$ cat src/rtl/test_st_pkg.sv
// test_st_pkg: shared state, mode and LFSR definitions for the streaming test source
package test_st_pkg;
  typedef enum logic [1:0] {IDLE, RUN, DONE} state_t;
  typedef enum logic {MODE_INC, MODE_LFSR} mode_t;
  localparam int LANE_W = 32;
  localparam logic [31:0] LFSR_SEED = 32'hACE10001;
  localparam logic [31:0] LFSR_POLY = 32'h80200003;
  function automatic logic [31:0] rotl32(input logic [31:0] x, input int unsigned n);
    logic [63:0] d;
    d = {x, x} << (n % 32);
    return d[63:32];
  endfunction
endpackage

$ cat src/rtl/st_lfsr32.sv
// st_lfsr32: 32-bit right-shifting Galois LFSR, reseeded by rst or load, stepped by advance
// clk/rst: clock and sync active-high reset; load: reseed (wins over advance); advance: step once; state: current value
module st_lfsr32
  import test_st_pkg::*;
(
  input  logic        clk,
  input  logic        rst,
  input  logic        load,
  input  logic        advance,
  output logic [31:0] state
);
  always_ff @(posedge clk)
    if (rst || load) state <= LFSR_SEED;
    else if (advance) state <= {1'b0, state[31:1]} ^ (state[0] ? LFSR_POLY : 32'h0);
endmodule

$ cat config.mk
export PLATFORM = sky130hd
export DESIGN_NAME = st_lfsr32
export DESIGN_NICKNAME = d
export VERILOG_FILES = /design/src/rtl/test_st_pkg.sv /design/src/rtl/st_lfsr32.sv
export SDC_FILE = /design/constraint.sdc
export NUM_CORES = 1
export LEC_CHECK = 0
export ABC_AREA = 1
export ABC_CLOCK_PERIOD_IN_PS = 900
export CORE_ASPECT_RATIO = 0.7
export CORE_MARGIN = 4
export CORE_UTILIZATION = 30
export DETAILED_ROUTE_END_ITERATION = 7
export PLACE_DENSITY_LB_ADDON = 0.08
export SLEW_MARGIN = 40
export SYNTH_ARGS = -nofsm -noshare
export SYNTH_HDL_FRONTEND = slang
export SYNTH_SLANG_ARGS = --single-unit
$ cat constraint.sdc
create_clock -name clk -period 0.9 [get_ports clk]
set_input_delay 0.135 -clock clk [delete_from_list [all_inputs] [get_ports clk]]
set_output_delay 0.135 -clock clk [all_outputs]
set_load 0.1 [all_outputs]
==> metrics <==
status finished with violations; violated checks setup timing; GP Congestion 0.7048; CTS Hold Bufs 0; Die Width 86.38 um; sequence of cells on the critical path buf_12; IO buf count 35; die area 0.005430 sq mm; Routed WL per cell 12.16 um; Commonest cells post-synth nand2_1 (63), dfxtp_1 (32), a21oi_2 (16); Post-Route WL 3356 um; Synth area leader dfxtp_1; fin util 0.6297; Core ar. 0.004041 sq mm; Ant. Diodes 0; Die Height 62.87 um; final net count 227; Fmax 1.054 GHz; Clock transition at path regs 60 ps; initial core utilization 0.3192; Hold Slack 265.8 ps; Layout Skew 10.03 ps; critical path class register to output pin; total power per unit cell area 1336 mW/mm^2; CP max FO 3; worst hold start load; Seq/Total Area, Yosys 0.4966; Clock Sink Count 32; fill count 346; maximum VDD drop 0.7328 mV; Most flops, register state; count of pins over their slew limit 0; Iter 0 DRT Violations 30; Synth Net Count 154; grt ovf 0; Hold Crit Depth 3; CP required 760 ps; Cells after Synth 150; total CTS buffers 5; Yosys top cell area share 0.4966; critical path arrival 810 ps; post-synthesis sequential element count 32; period utilization 1.054; vias in the first global route 1226; aggregate global-route resource usage 0.1289; Placed Cells 236; critical register-to-register path startpoint state[0]; Post-Syn Area 0.001290 sq mm; Max clock buf depth 2; combined area of the multi-input logic cells 528.0 sq um; post-DP HPWL 2071 um; Mean Syn Cell Area 8.600 sq um; Rows 19; setup slack, reg-to-reg 50 ps; crit path buf inv count 1; reg2reg end state[1]; RSZ-0062 raised after global routing true; layout cells sized above 1 0.6027; cells on worst reg2reg path 6; Critical Path Start Type register; count of final setup violators 32; unique cell type count in the Yosys netlist 17; DRT Pass-1 Iters 4; first-pass GRT wire length 5616 um; clk_lat worst skew 270 ps; # DRC 0; relative slew slack 0.8395; P&R area growth vs syn 97.28%; number of flip-flops in the largest register 32; P_leak 1.053 nW; Main synth FF type dfxtp_1; Sequential cell area 760.7 sq um; largest net degree at the start of global routing 32; delay-heaviest family, CP flip-flops; Slew @ Worst Pin 240.3 ps; Max-Cap Viols 0; # H-tree levels 2; Tmin final 949.0 ps; EDFF count, synth 0; Top Registers state: 32 flops; Synth async-reset ratio 0; Ports 36; initial antenna violation count 0; top cells by area, synth dfxtp_1 (50%), nand2_1 (18%), a21oi_2 (11%); hold worst-path end state[31]; slowest stage delay, CP 370 ps; Final ANT Viol Nets 0; Via Count 1200; final worst setup slack -49.00 ps; Non-Filler Instances 276; most frequent cell after synthesis nand2_1; Hold WC Path Type primary input to register; vias per cell 4.348; critical path's slowest cell dfxtp_4; CTS root buffer clkbuf_8; final hold vios 0; pre-CTS setup slack -407.4 ps; CTS tree yes; element type at the critical path end output pin; Yosys warnings 0
-- power by group --
group	internal, W	leakage, nW	total [W]	switching (W)
clock network	0.000821	0.0552	0.00132	0.000501
logic	0.000264	0.720	0.000666	0.000402
registers	0.00138	0.278	0.00141	0.0000365
total	0.00246	1.05	0.00340	0.000940
-- layer usage --
metal | GRT usage | share of wire | vias to the layer above
met5 | 0 | 0 | -
met4 | 0.04475 | 0.0054 | 0
met3 | 0.03821 | 0.052 | 2
met2 | 0.2109 | 0.49 | 27
met1 | 0.1600 | 0.46 | 548
li1 | - | - | 623
-- metrics by stage --
stage / TNS [ps] / power [W] / instance area [sq um]
floorplan: -183.8 / 0.001833 / 1408
global placement: -10490 / 0.002039 / 2148
detailed placement: -11290 / 0.002043 / 2148
CTS: -1578 / 0.003451 / 2516
global route: -2106 / 0.003544 / 2545
finish: -1143 / 0.003401 / 2545
-- worst max-delay path by stage --
stage                     end  slack (ps)      start  cells past startpoint
finish              state[30]         -50  state[30]                      1
global route        state[29]         -80  state[29]                      1
CTS                 state[11]         -60  state[11]                      1
detailed placement  state[28]        -410    advance                      5
global placement    state[15]        -350    advance                      5
floorplan            state[1]         -80   state[0]                      5
-- cell usage in the layout, fill, tap and decap left out --
cell type / count
nand2_2: 1
inv_12: 1
o211ai_1: 1
o211ai_2: 1
nand2_8: 1
clkinv_2: 1
dfxtp_4: 32
nor2_1: 2
inv_4: 1
inv_1: 3
nor2_2: 1
buf_4: 34
bufbuf_16: 1
dlymetal6s2s_1: 2
dlygate4sd2_1: 1
buf_12: 36
clkbuf_1: 1
clkbuf_8: 5
a21oi_1: 7
nor2_4: 1
bufinv_16: 1
nand2_1: 63
o21ai_1: 1
nand3_1: 8
inv_2: 2
a21oi_2: 16
-- what timing repair did --
| action | CTS | global route |
|---|---|---|
| buffers inserted | 28 | 2 |
| pin swaps | 0 | 1 |
| hold endpoints to repair | 0 | 0 |
| resized for setup | 5 | 4 |
| endpoints found under the setup margin | 62 | 43 |
| cloned | 1 | 1 |
-- cell families after synthesis --
group,after synthesis,share of synthesized area
buffers and inverters,16,0.1057
AND/OR/NAND/NOR,76,0.2425
flip-flops,32,0.4966
AO/OA/AOI/OAI,26,0.1552
-- cell type report --
cell class	count	area share
timing repair buffer	74	0.4095
sequential	32	0.2989
multi-input combinational	103	0.2075
clock buffer	6	0.02852
tap	52	0.02557
inverter	7	0.01622
clock inverter	2	0.01377
Power figures use the tool's default switching activity.
